**src/rtl/seg7_mmio_ctrl_pkg.sv**
```systemverilog
// Shared definitions for the memory-mapped seven-segment controller:
// register offsets, CTRL field positions and the hex-to-segment table.
package seg7_mmio_ctrl_pkg;

  typedef enum logic [1:0] {
    REG_DATA   = 2'd0,
    REG_CTRL   = 2'd1,
    REG_RAW_LO = 2'd2,
    REG_RAW_HI = 2'd3
  } reg_addr_e;

  localparam int CTRL_RAW_BIT   = 0;
  localparam int CTRL_SUP_BIT   = 1;
  localparam int CTRL_EN_LSB    = 8;
  localparam int CTRL_BLINK_LSB = 16;
  localparam int CTRL_DP_LSB    = 24;

  // Active-low segment pattern, bit order g..a.
  function automatic logic [6:0] hex7(input logic [3:0] nibble);
    logic [6:0] seg;
    case (nibble)
      4'h0: seg = 7'h40;
      4'h1: seg = 7'h79;
      4'h2: seg = 7'h24;
      4'h3: seg = 7'h30;
      4'h4: seg = 7'h19;
      4'h5: seg = 7'h12;
      4'h6: seg = 7'h02;
      4'h7: seg = 7'h78;
      4'h8: seg = 7'h00;
      4'h9: seg = 7'h10;
      4'hA: seg = 7'h08;
      4'hB: seg = 7'h03;
      4'hC: seg = 7'h46;
      4'hD: seg = 7'h21;
      4'hE: seg = 7'h06;
      default: seg = 7'h0E;
    endcase
    return seg;
  endfunction

endpackage

```
**src/rtl/seg7_mmio_ctrl_if.sv**
```systemverilog
// CPU-side register bus of the seven-segment controller.
interface seg7_mmio_ctrl_if;
  logic        cs;
  logic        we;
  logic [1:0]  addr;
  logic [31:0] wdata;
  logic [31:0] rdata;

  modport master (output cs, we, addr, wdata, input rdata);
  modport slave  (input cs, we, addr, wdata, output rdata);
endinterface

```
**src/rtl/seg7_hex_decode.sv**
```systemverilog
// Nibble to active-low seven-segment pattern (g..a).
module seg7_hex_decode
  import seg7_mmio_ctrl_pkg::*;
(
  input  logic [3:0] nibble,
  output logic [6:0] seg
);
  assign seg = hex7(nibble);
endmodule

```
**src/rtl/seg7_mmio_ctrl.sv**
```systemverilog
// Memory-mapped N-digit multiplexed seven-segment display controller with
// raw mode, leading-zero suppression, decimal points, enable/blink masks.
module seg7_mmio_ctrl
  import seg7_mmio_ctrl_pkg::*;
#(
  parameter int DIGITS       = 8,
  parameter int SCAN_DIV     = 50000,
  parameter int BLINK_FRAMES = 64
) (
  input  logic              clk,
  input  logic              reset,
  seg7_mmio_ctrl_if.slave   bus,
  output logic [7:0]        o_seg,
  output logic [DIGITS-1:0] o_sel
);

  localparam int IDX_W = (DIGITS > 1) ? $clog2(DIGITS) : 1;
  localparam int CNT_W = $clog2(SCAN_DIV);
  localparam int FR_W  = (BLINK_FRAMES > 1) ? $clog2(BLINK_FRAMES) : 1;

  logic [4*DIGITS-1:0]   data_r;
  logic                  raw_mode;
  logic                  suppress;
  logic [DIGITS-1:0]     en_mask;
  logic [DIGITS-1:0]     blink_mask;
  logic [DIGITS-1:0]     dp_mask;
  logic [DIGITS-1:0][7:0] raw_pat;

  logic [CNT_W-1:0] scan_cnt;
  logic [IDX_W-1:0] idx;
  logic [FR_W-1:0]  frame_cnt;
  logic             phase;

  // CTRL bits 2..7 are reserved and never stored.
  logic unused_wdata;
  assign unused_wdata = ^bus.wdata[7:2];

  // Register file: bus writes; every field has a defined reset value.
  // NOTE: these are a handful of flops rather than a RAM, so they can and must take the async reset.
  always_ff @(posedge clk or negedge reset) begin
    if (!reset) begin
      // NOTE: sequential state uses non-blocking assignments so all flops update from pre-edge values.
      data_r     <= '0;
      raw_mode   <= 1'b0;
      suppress   <= 1'b0;
      en_mask    <= '1;
      blink_mask <= '0;
      dp_mask    <= '0;
      raw_pat    <= '1;
    end else if (bus.cs && bus.we) begin
      case (reg_addr_e'(bus.addr))
        REG_DATA: data_r <= bus.wdata[4*DIGITS-1:0];
        REG_CTRL: begin
          raw_mode   <= bus.wdata[CTRL_RAW_BIT];
          suppress   <= bus.wdata[CTRL_SUP_BIT];
          en_mask    <= bus.wdata[CTRL_EN_LSB +: DIGITS];
          blink_mask <= bus.wdata[CTRL_BLINK_LSB +: DIGITS];
          dp_mask    <= bus.wdata[CTRL_DP_LSB +: DIGITS];
        end
        REG_RAW_LO: for (int i = 0; i < DIGITS && i < 4; i++) raw_pat[i] <= bus.wdata[8*i +: 8];
        REG_RAW_HI: for (int i = 4; i < DIGITS; i++) raw_pat[i] <= bus.wdata[8*(i-4) +: 8];
        default: ;
      endcase
    end
  end

  // Read-back mux; fields for absent digits read as zero.
  always_comb begin
    logic [7:0]  en8, bl8, dp8;
    logic [63:0] raw_all;
    // NOTE: every comb output gets a default first so no path can infer a latch.
    bus.rdata = '0;
    en8 = '0;
    bl8 = '0;
    dp8 = '0;
    raw_all = '0;
    en8[DIGITS-1:0] = en_mask;
    bl8[DIGITS-1:0] = blink_mask;
    dp8[DIGITS-1:0] = dp_mask;
    raw_all[8*DIGITS-1:0] = raw_pat;
    if (bus.cs && !bus.we) begin
      case (reg_addr_e'(bus.addr))
        REG_DATA:   bus.rdata[4*DIGITS-1:0] = data_r;
        REG_CTRL:   bus.rdata = {dp8, bl8, en8, 6'b0, suppress, raw_mode};
        REG_RAW_LO: bus.rdata = raw_all[31:0];
        default:    bus.rdata = raw_all[63:32];
      endcase
    end
  end

  // Scan counter, digit index, frame counter and blink phase.
  always_ff @(posedge clk or negedge reset) begin
    if (!reset) begin
      scan_cnt  <= '0;
      idx       <= '0;
      frame_cnt <= '0;
      phase     <= 1'b0;
    end else if (scan_cnt == CNT_W'(SCAN_DIV - 1)) begin
      scan_cnt <= '0;
      if (idx == IDX_W'(DIGITS - 1)) begin
        idx <= '0;
        if (frame_cnt == FR_W'(BLINK_FRAMES - 1)) begin
          frame_cnt <= '0;
          phase     <= ~phase;
        end else begin
          frame_cnt <= frame_cnt + 1'b1;
        end
      end else begin
        idx <= idx + 1'b1;
      end
    end else begin
      scan_cnt <= scan_cnt + 1'b1;
    end
  end

  logic [3:0]          nibble;
  logic [6:0]          hex_seg;
  logic [4*DIGITS-1:0] upper;
  logic                blank;
  logic [7:0]          seg_next;

  seg7_hex_decode u_dec (.nibble(nibble), .seg(hex_seg));

  // Pick the current digit and decide whether it is blanked.
  always_comb begin
    nibble   = data_r[{idx, 2'b00} +: 4];
    upper    = data_r >> {idx, 2'b00};
    blank    = !en_mask[idx]
            || (blink_mask[idx] && phase)
            || (!raw_mode && suppress && (idx != '0) && (upper == '0));
    seg_next = raw_mode ? raw_pat[idx] : {~dp_mask[idx], hex_seg};
  end

  // Registered pin drivers, refreshed every cycle.
  always_ff @(posedge clk or negedge reset) begin
    if (!reset) begin
      o_sel <= '1;
      o_seg <= 8'hFF;
    end else begin
      o_sel <= blank ? '1 : ~(DIGITS'(1) << idx);
      o_seg <= blank ? 8'hFF : seg_next;
    end
  end

endmodule

```
**src/flat_wrapper.sv**
```systemverilog
// flat-port wrapper written by rule: the top's interface ports become plain ports
module seg7_mmio_ctrl_flat import seg7_mmio_ctrl_pkg::*;
#(
  parameter int DIGITS       = 8,
  parameter int SCAN_DIV     = 50000,
  parameter int BLINK_FRAMES = 64
)
  (clk, reset, o_seg, o_sel, bus_cs, bus_we, bus_addr, bus_wdata, bus_rdata);
  seg7_mmio_ctrl_if bus_i ();
  input  logic clk;
  input  logic reset;
  output logic [7:0] o_seg;
  output logic [DIGITS-1:0] o_sel;
  input wire logic [$bits(bus_i.cs)-1:0] bus_cs;
  input wire logic [$bits(bus_i.we)-1:0] bus_we;
  input wire logic [$bits(bus_i.addr)-1:0] bus_addr;
  input wire logic [$bits(bus_i.wdata)-1:0] bus_wdata;
  output wire logic [$bits(bus_i.rdata)-1:0] bus_rdata;
  assign bus_i.cs = bus_cs;
  assign bus_i.we = bus_we;
  assign bus_i.addr = bus_addr;
  assign bus_i.wdata = bus_wdata;
  assign bus_rdata = bus_i.rdata;
  seg7_mmio_ctrl #(.DIGITS(DIGITS), .SCAN_DIV(SCAN_DIV), .BLINK_FRAMES(BLINK_FRAMES)) u_core (.clk(clk), .reset(reset), .bus(bus_i), .o_seg(o_seg), .o_sel(o_sel));
endmodule
```
**config.mk**
```make
export PLATFORM = sky130hd
export DESIGN_NAME = seg7_mmio_ctrl_flat
export DESIGN_NICKNAME = d
export VERILOG_FILES = /design/src/rtl/seg7_mmio_ctrl_pkg.sv /design/src/rtl/seg7_mmio_ctrl_if.sv /design/src/rtl/seg7_hex_decode.sv /design/src/rtl/seg7_mmio_ctrl.sv /design/src/flat_wrapper.sv
export SDC_FILE = /design/constraint.sdc
export NUM_CORES = 1
export LEC_CHECK = 0
export ABC_AREA = 1
export CAP_MARGIN = 10
export CORE_ASPECT_RATIO = 0.75
export CORE_MARGIN = 2
export CORE_UTILIZATION = 49
export DETAILED_ROUTE_END_ITERATION = 10
export HOLD_SLACK_MARGIN = 0.02
export PLACE_DENSITY = 0.72
export SLEW_MARGIN = 10
export SYNTH_ARGS = -nofsm -noshare
export SYNTH_HDL_FRONTEND = slang
export SYNTH_SLANG_ARGS = --single-unit
```
**constraint.sdc**
```tcl
create_clock -name clk -period 4.4 [get_ports clk]
set_input_delay 0.66 -clock clk [delete_from_list [all_inputs] [get_ports clk]]
set_output_delay 0.66 -clock clk [all_outputs]
set_load 0.01 [all_outputs]
```
# After elaboration in Yosys (flattened, before gate mapping)
# Memories as Yosys holds them, arrays and structs flattened.
# Index checks and enable logic that the tools add are counted.
# word_totals
output_inout_bits,48
romBits,112
latch_bits,0
inputBits,38
mem_bits_rw,0
reg_bits,164
wordCells,73
memories,1
# op_classes
n_mul,0
muxes,16
reduce_logical,20
n_div,0
bitwise_logic,3
shifts,3
n_eq_ne,6
addsub,3
magnitude_cmp,1
# memory_table
name,words,word_bits,read_ports,rd_clocked_by_memory_dff,wr,line,rtl
(no name shown),16,7,1,0,0,seg7_mmio_ctrl_pkg.sv:21,case (nibble)
# ops
cell,count
one-hot mux 32 bit (3 select lines),1
logical NOT 32 bit,1
two-way mux 32 bit,1
two-way mux 8 bit,4
variable part select 32 x 6 -> 4 bit,1
right shift 32 x 5 -> 32 bit,1
binary-select mux 8 bit (select 3 bit),1
"adder 16 x 1 -> 16 bit, second input constant",1
"== test 16 bit, second input constant",1
two-way mux 16 bit,1
AND reduction 2 bit,5
binary-select mux 1 bit (select 3 bit),3
inverter 8 bit,1
"<< shifter 1 x 3 -> 8 bit, first input constant",1
"adder 6 x 1 -> 6 bit, second input constant",1
"== test 6 bit, second input constant",1
logical AND 1 bit,6
two-way mux 6 bit,1
"== test 2 bit, second input constant",2
"< comparator 3 x 4 -> 1 bit, second input constant",1
"adder 3 x 1 -> 3 bit, second input constant",1
"== test 3 bit, second input constant",1
logical NOT 1 bit,3
two-way mux 1 bit,3
other kinds (7),9

# Longest topological paths before layout
# Gate-level depths: netlist of run 1.
# logic_depth
word_depth,6
ltp_mapped,19

# Modules after synthesis
# From an unflattened synthesis of run 1, not the netlist that was laid out.
# unflattened
hier_cells,1300
area_unflattened_um2,9485.3
# by_module_without_submodules
mod,n_inst,cells_each,area_per_inst_um2
seg7_mmio_ctrl,1,1251,9211.3
seg7_hex_decode,1,49,274.0

# Worst setup path before layout of run 1
# Ideal clock, no wire load.
# synth_path
path_kind,in2out
start,in bus_addr[1]
end,out bus_rdata[17]
setup_slack_ns,2.011
path_stages,8
required_ns,3.740
arrival_time_ns,1.729
path_cell_list,inv_1 > nand2_1 > clkinv_1 > clkbuf_1 > nand2_1 > o221ai_1 > o21ai_0 > inv_1
# synth_between
elab_chain_len,3
word_cells_on_any_way,5
# synth_rtl
item,line,rtl
"start, declared",flat_wrapper.sv:16,input wire logic [$bits(bus_i.addr)-1:0] bus_addr;
== test 2 bit (tied with other cells),seg7_mmio_ctrl.sv:82,case (reg_addr_e'(bus.addr))
one-hot mux 32 bit (3 select lines) (*),seg7_mmio_ctrl.sv:82,
two-way mux 32 bit (*),seg7_mmio_ctrl.sv:81,if (bus.cs && !bus.we) begin
"end, declared",flat_wrapper.sv:18,output wire logic [$bits(bus_i.rdata)-1:0] bus_rdata;
# Every way passes the cells marked *; elsewhere a longest branch is shown, timed or not.

# Worst setup path in the final report of run 1
# layout_path
start,in bus_addr[0]
end,out bus_rdata[21]
# Same word-level chain as after synthesis.

==> impl_results.md, run 1 <==
* Top cells by area, synth: dfstp_2 (25%), dfrtp_1 (20%), nand2_1 (14%)
* Yosys top cell area share at 0.249
* Sequential fraction of the synthesis area at 0.454
* # Max-Cap Violations at 0
* Final Core Density at 0.587
* First-pass GRT wire length at 44300 um
* Worst Tran Pin Value at 1160 ps
* WP data required at 3740 ps
* Die height at 123 um
* Most frequent cells in the layout: nand2_1 (347), o21ai_0 (197), inv_1 (172), dfstp_2 (88), nand3_1 (85)
* # DRC at 0
* H-tree depth at 4
* Power per cell area at 419 mW/mm2
* Maximum vdd drop at 0.000247 V
* Pre-CTS WS at 915 ps
* Area grow syn2layout at 17.1%
* Synth warn at 0
* DR iter-0 viols at 1144
* Post-CTS Hold Buffers at 0
* Register Area at 0.00422 mm2
* Synth cell types at 35
* Final setup margin at 886 ps
* Arr. time, crit path at 2850 ps
* DR pass1 iterations at 8
* Syn nets at 1316
* Crit-path max FO at 12
* Buffers plus inverters on the worst setup path at 4
* Area after DPL at 0.0103 mm2
* Number of global-route vias before repair at 8042
* Setup bufs post-CTS at 0
* Period utilisation layout at 0.799
* Placed Cells at 1546
* CP max stage cell: clkdlybuf4s50_1
* R2R Setup Slk at 1480 ps
* Cells after synthesis at 1264
* Gr ovfl total at 0
* Crit path kind: input pin to output port
* Via-to-Cell Ratio at 5.54
* Cell row count at 43
* Final WL at 28000 um
* Final setup violation count at 0
* Post-DR wirelength/cell at 17.7 um
* Clock sink count at 164
* Diode count at 0
* Clock slew seen by the registers of the worst setup and hold paths at 70 ps
* Nets at 1370
* Buffer levels on the longest clock path at 2
* CP peak stage delay at 530 ps
* Initial antenna violation count at 0
* Vias after detailed routing at 8748
* Min-Delay Path Class: input pin to async pin
* Commonest non-fill, non-tap cell in the layout: nand2_1
* Setup TNS at 0 ps
* Root Buffer Master: clkbuf_16
* Share of cells above drive strength 1 at 0.113
* Routability cong. at 0.909
* Element type at the critical path end: output port
* Top cell type by total area after synthesis: dfstp_2
* Fill count at 1744
* CP top delay family: buffers and inverters
* Outcome: completed
* Final HPWL DP at 19600 um
* I/O Buffers at 85
* Cell Area, Synth at 0.00928 mm2
* Post-cts resize count at 0
* Die area at 0.0201 mm2
* Leakage at 5.10 nW
* CP cell instances: clkdlybuf4s50_1 > nor2_1 > inv_1 > nor2_1 > a221oi_1 > o21ai_0 > nand2_1 > inv_1 > clkdlybuf4s50_1
* Multi-input logic area at 0.00410 mm2
* #FFs+latches synth at 164
* Fin. max-slew vios at 0
* Avg Inst Size Synth at 7.34 um2
* Final instance count without filler cells at 1578
* Die Wd at 163 um
* ANT nets after route at 0
* Fmax at 285 MHz
* Initial Util at 0.501
* Post-route minimum period at 3510 ps
* Largest net degree at the start of global routing at 107
* Core Region at 0.0185 mm2
* RSZ-0062 raised after global routing: false
* Fin area at 0.0109 mm2
* Cts bufs inserted at 17
* Clk Latency, worst-skew pair at 440 ps
* Worst Skew at 10.2 ps
* Gr usage total at 0.290
* CTS tree: yes
* Ports at 86
* Startpoint types: input pin
* Hold Violations, Final at 0
* Rel. slew slack at 0.223
==> sequential cells by signal (all words and copies together) (netlist names), 3 cells and up <==
| name | flops |
|---|---|
| u_core.raw_pat | 64 |
| u_core.data_r | 32 |
| u_core.scan_cnt | 16 |
| u_core.blink_mask | 8 |
| u_core.dp_mask | 8 |
| u_core.en_mask | 8 |
| u_core.o_seg | 8 |
| u_core.o_sel | 8 |
| u_core.frame_cnt | 6 |
| u_core.idx | 3 |
==> cells by family (layout without fill, tap and decap cells) <==
logic type,count (synthesis),after routing,synth area share
XOR/XNOR,10,10,0.00944
AND/OR/NAND/NOR,543,543,0.240
buffers and inverters,243,310,0.106
AO/OA/AOI/OAI,290,290,0.171
flip-flops,164,164,0.454
adder cells (fa/ha/maj),14,14,0.0189
==> cell usage after synthesis <==
cell type and instances:
xnor2_1 1, nor4_1 3, a221oi_1 1, nand3b_1 3
nor3_1 8, a21oi_1 46, o21ai_1 2, nand4_1 12
clkinv_1 2, nor2_2 1, inv_2 3, ha_1 14
o22ai_1 4, buf_4 2, dfrtp_1 76, a31oi_1 5
o221ai_1 12, o211ai_1 12, xor2_1 9, o2111ai_1 8
nand2_2 2, o211a_1 1, a21oi_4 1, buf_2 15
buf_1 2, nand3_1 85, clkbuf_1 41, inv_1 172
nand2_1 349, nand3_2 3, nor2_1 77, o31ai_1 1
buf_6 6, o21ai_0 197, dfstp_2 88
==> per-layer routing <==
| metal | part of all wire | vias up | track usage |
|---|---|---|---|
| met3 | 0.10 | 45 | 0.0564 |
| met4 | 0.020 | 0 | 0.0957 |
| met1 | 0.46 | 4091 | 0.439 |
| met2 | 0.42 | 421 | 0.416 |
| li1 | - | 4191 | - |
| met5 | 0 | - | 0 |
==> final timing paths <==
path | depth (start not counted) | to | startpoint
setup reg to reg | 14 | u_core.o_seg[6]$_DFF_PN1_ | u_core.idx[1]$_DFFE_PN0N_
min in group clk | 1 | u_core.scan_cnt[0]$_DFF_PN0_ | u_core.scan_cnt[0]$_DFF_PN0_
hold reg to reg | 1 | u_core.scan_cnt[0]$_DFF_PN0_ | u_core.scan_cnt[0]$_DFF_PN0_
setup / recovery | 9 | bus_rdata[21] | bus_addr[0]
max in group asynchronous | 2 | u_core.raw_pat[18]$_DFFE_PN1P_ | reset
hold / removal | 1 | u_core.data_r[2]$_DFFE_PN0P_ | reset
==> layout make-up <==
| cell class | instances | area share |
|---|---|---|
| sequential | 164 | 0.388 |
| multi-input combinational | 857 | 0.377 |
| timing repair buffer | 101 | 0.0895 |
| inverter | 177 | 0.0611 |
| clock buffer | 23 | 0.0449 |
| tap | 247 | 0.0284 |
| clock inverter | 9 | 0.0111 |
==> power by group <==
group | total (W) | internal (W) | switching, W
sequential | 0.00208 | 0.00187 | 0.000211
combinational | 0.000942 | 0.000355 | 0.000587
clock | 0.00154 | 0.000903 | 0.000635
==> worst reg2reg max path, delay by kind of cell (launching register included) <==
kind | cells | cell delay [ps]
simple gates | 10 | 1540
flops | 1 | 390
compound gates | 1 | 80
buf+inv | 2 | 630
fa+ha+maj | 1 | 220
==> per-stage QoR <==
stage	hold slack, ps	total power [W]
after floorplan	364	0.00258
after global placement	452	0.00299
after detailed placement	450	0.00301
after CTS	379	0.00454
after global routing	388	0.00477
final	303	0.00456
Power figures use the tool's default switching activity.
==> inputs of run 2 (changes only) <==
--- a/config.mk
+++ b/config.mk
@@ -12,7 +12,7 @@
 export CORE_UTILIZATION = 49
 export DETAILED_ROUTE_END_ITERATION = 10
 export HOLD_SLACK_MARGIN = 0.02
-export PLACE_DENSITY = 0.72
+export PLACE_DENSITY = 0.74
 export SLEW_MARGIN = 10
 export SYNTH_ARGS = -nofsm -noshare
 export SYNTH_HDL_FRONTEND = slang
==> constraint.sdc (replaced) <==
create_clock -name clk -period 3.1 [get_ports clk]
set_input_delay 0.465 -clock clk [delete_from_list [all_inputs] [get_ports clk]]
set_output_delay 0.465 -clock clk [all_outputs]
set_load 0.01 [all_outputs]
==> run 2 against run 1 <==
Effect of this change:
- sequential cell count did not move
- power rose by 42%
- die area did not move
- largest cell class unchanged
==> impl_results.md, run 2 (same netlist as run 1, synthesis figures left out) <==
* Outcome: completed
* Fin. max-slew vios at 0 (unchanged)
* Diode count at 0 (unchanged)
* Setup TNS at 0 ps (unchanged)
* Cts bufs inserted at 17 (unchanged)
* Worst Tran Pin Value at 626 ps (-535 ps)
* Initial Util at 0.501 (unchanged)
* DR iter-0 viols at 1273 (+11%)
* Gr ovfl total at 0 (unchanged)
* Die area at 0.0201 mm2 (unchanged)
* Initial antenna violation count at 1 (+1)
* DR pass1 iterations at 7 (-1)
* Final instance count without filler cells at 1595 (+1.1%)
* Final setup margin at 205 ps (-681 ps)
* Max reg flops at 64 (unchanged)
* Worst Skew at 9.48 ps (-0.688 ps)
* RSZ-0062 raised after global routing: false
* Hold Violations, Final at 0 (unchanged)
* Via-to-Cell Ratio at 5.64 (+1.8%)
* Post-CTS Hold Buffers at 0 (unchanged)
* Final HPWL DP at 20800 um (+6.1%)
* Root Buffer Master: clkbuf_16
* Fmax at 345 MHz
* Buffer levels on the longest clock path at 2 (unchanged)
* Routability cong. at 0.986 (+8.4%)
* Maximum vdd drop at 0.000391 V (+58%)
* Most frequent cells in the layout: nand2_1 (347), o21ai_0 (197), inv_1 (172), dfstp_2 (88), nand3_1 (85)
* Min-Delay Path Class: input pin to async pin
* Largest net degree at the start of global routing at 87 (-19%)
* Placed Cells at 1563 (+1.1%)
* Crit-path max FO at 19 (+7)
* I/O Buffers at 85 (unchanged)
* Rel. slew slack at 0.582 (+0.359)
* Post-DR wirelength/cell at 17.8 um (+0.54%)
* Clk Latency, worst-skew pair at 430 ps (about the same)
* # Max-Cap Violations at 0 (unchanged)
* WP data required at 2630 ps (-1110 ps)
* Gr usage total at 0.295 (+0.00531)
* Post-cts resize count at 0 (unchanged)
* Power per cell area at 586 mW/mm2 (+40%)
* Clock sink count at 164 (unchanged)
* H-tree depth at 4 (unchanged)
* Vias after detailed routing at 9001 (+2.9%)
* Registers with the most flip-flops: u_core.raw_pat: 64 flops, u_core.data_r: 32 flops, u_core.scan_cnt: 16 flops
* Number of global-route vias before repair at 8130 (+1.1%)
* Biggest register: u_core.raw_pat
* Die Wd at 163 um (unchanged)
* CTS tree: yes
* Final setup violation count at 0 (unchanged)
* Element type at the critical path end: output port
* Arr. time, crit path at 2430 ps (-420 ps)
* ANT nets after route at 0 (unchanged)
* Commonest non-fill, non-tap cell in the layout: nand2_1
* Post-route minimum period at 2890 ps
* Core Region at 0.0185 mm2 (unchanged)
* # DRC at 0 (unchanged)
* Die height at 123 um (unchanged)
* Leakage at 5.21 nW (+2.1%)
* Period utilisation layout at 0.934
* Pre-CTS WS at 198 ps (-717 ps)
* Startpoint types: input pin
* Final WL at 28500 um (+1.6%)
* Share of cells above drive strength 1 at 0.126 (+0.0134)
* Worst hold slack at 36.2 ps (-267 ps)
* Area grow syn2layout at 18.9%
* Setup bufs post-CTS at 0 (unchanged)
* Crit path kind: input pin to output port
* First-pass GRT wire length at 45200 um (+2.2%)
* Ports at 86 (unchanged)
* Nets at 1387 (+1.2%)
* Clock slew seen by the registers of the worst setup and hold paths at 70 ps (about the same)
* Cell row count at 43 (unchanged)
## run 2: cell count changes in the layout (fill, tap and decap cells not counted), sizes merged
cell	previous run	this run
buf	17	34
clkinvlp	3	1
clkbuf	23	17
inv	176	185
bufinv	2	1
## run 2: worst max-delay path, cell delays in order
cell,delay [ps]
clkdlybuf4s50_1,480
nor2_1,200
buf_4,330
nand2_1,90
o2111ai_1,180
nand2_1,90
inv_1,60
clkdlybuf4s50_1,520
## run 2: power by group
group	internal, W	switching, W
Sequential	0.00265	0.000309
Clock	0.00114	0.000991
Combinational	0.000526	0.000847
## run 2: cell type report
| cell class | count | area, um2 |
|---|---|---|
| flip-flops and latches | 164 | 4220 |
| clock buffers | 17 | 425 |
| fillers | 1720 | 7470 |
| repair buffers | 118 | 1160 |
| clock inverters | 15 | 161 |
| inverters | 177 | 664 |
| well taps | 247 | 309 |
| multi-input cells | 857 | 4100 |
## run 2: path summary, 6_finish.rpt
kind                                                    from                              to  slack [ps]  depth (start not counted)
worst max-delay path                             bus_addr[0]                    bus_rdata[1]         210                          8
worst min-delay path                                   reset   u_core.data_r[10]$_DFFE_PN0P_          40                          1
worst max register to register     u_core.idx[0]$_DFFE_PN0N_       u_core.o_seg[0]$_DFF_PN1_         400                         15
worst min register to register  u_core.scan_cnt[0]$_DFF_PN0_    u_core.scan_cnt[0]$_DFF_PN0_         480                          1
max in group asynchronous                              reset  u_core.raw_pat[18]$_DFFE_PN1P_        2180                          2
min in group clk                u_core.scan_cnt[0]$_DFF_PN0_    u_core.scan_cnt[0]$_DFF_PN0_         480                          1
## run 2: layer usage
layer  GRT usage  vias to the layer above  part of all wire
met2       0.427                      507              0.41
met1       0.455                     4218              0.46
met3      0.0543                       48              0.11
met4      0.0736                        0             0.021
met5           0                        -                 0
li1            -                     4228                 -
## run 2: stage by stage
stage | util | instance area [um2] | total power (W)
floorplan | - | 9280 | 0.00366
global route | 0.596 | 11000 | 0.00677
CTS | 0.596 | 11000 | 0.00645
finish | 0.596 | 11000 | 0.00647
detailed placement | 0.565 | 10400 | 0.00431
global placement | 0.565 | 10400 | 0.00428
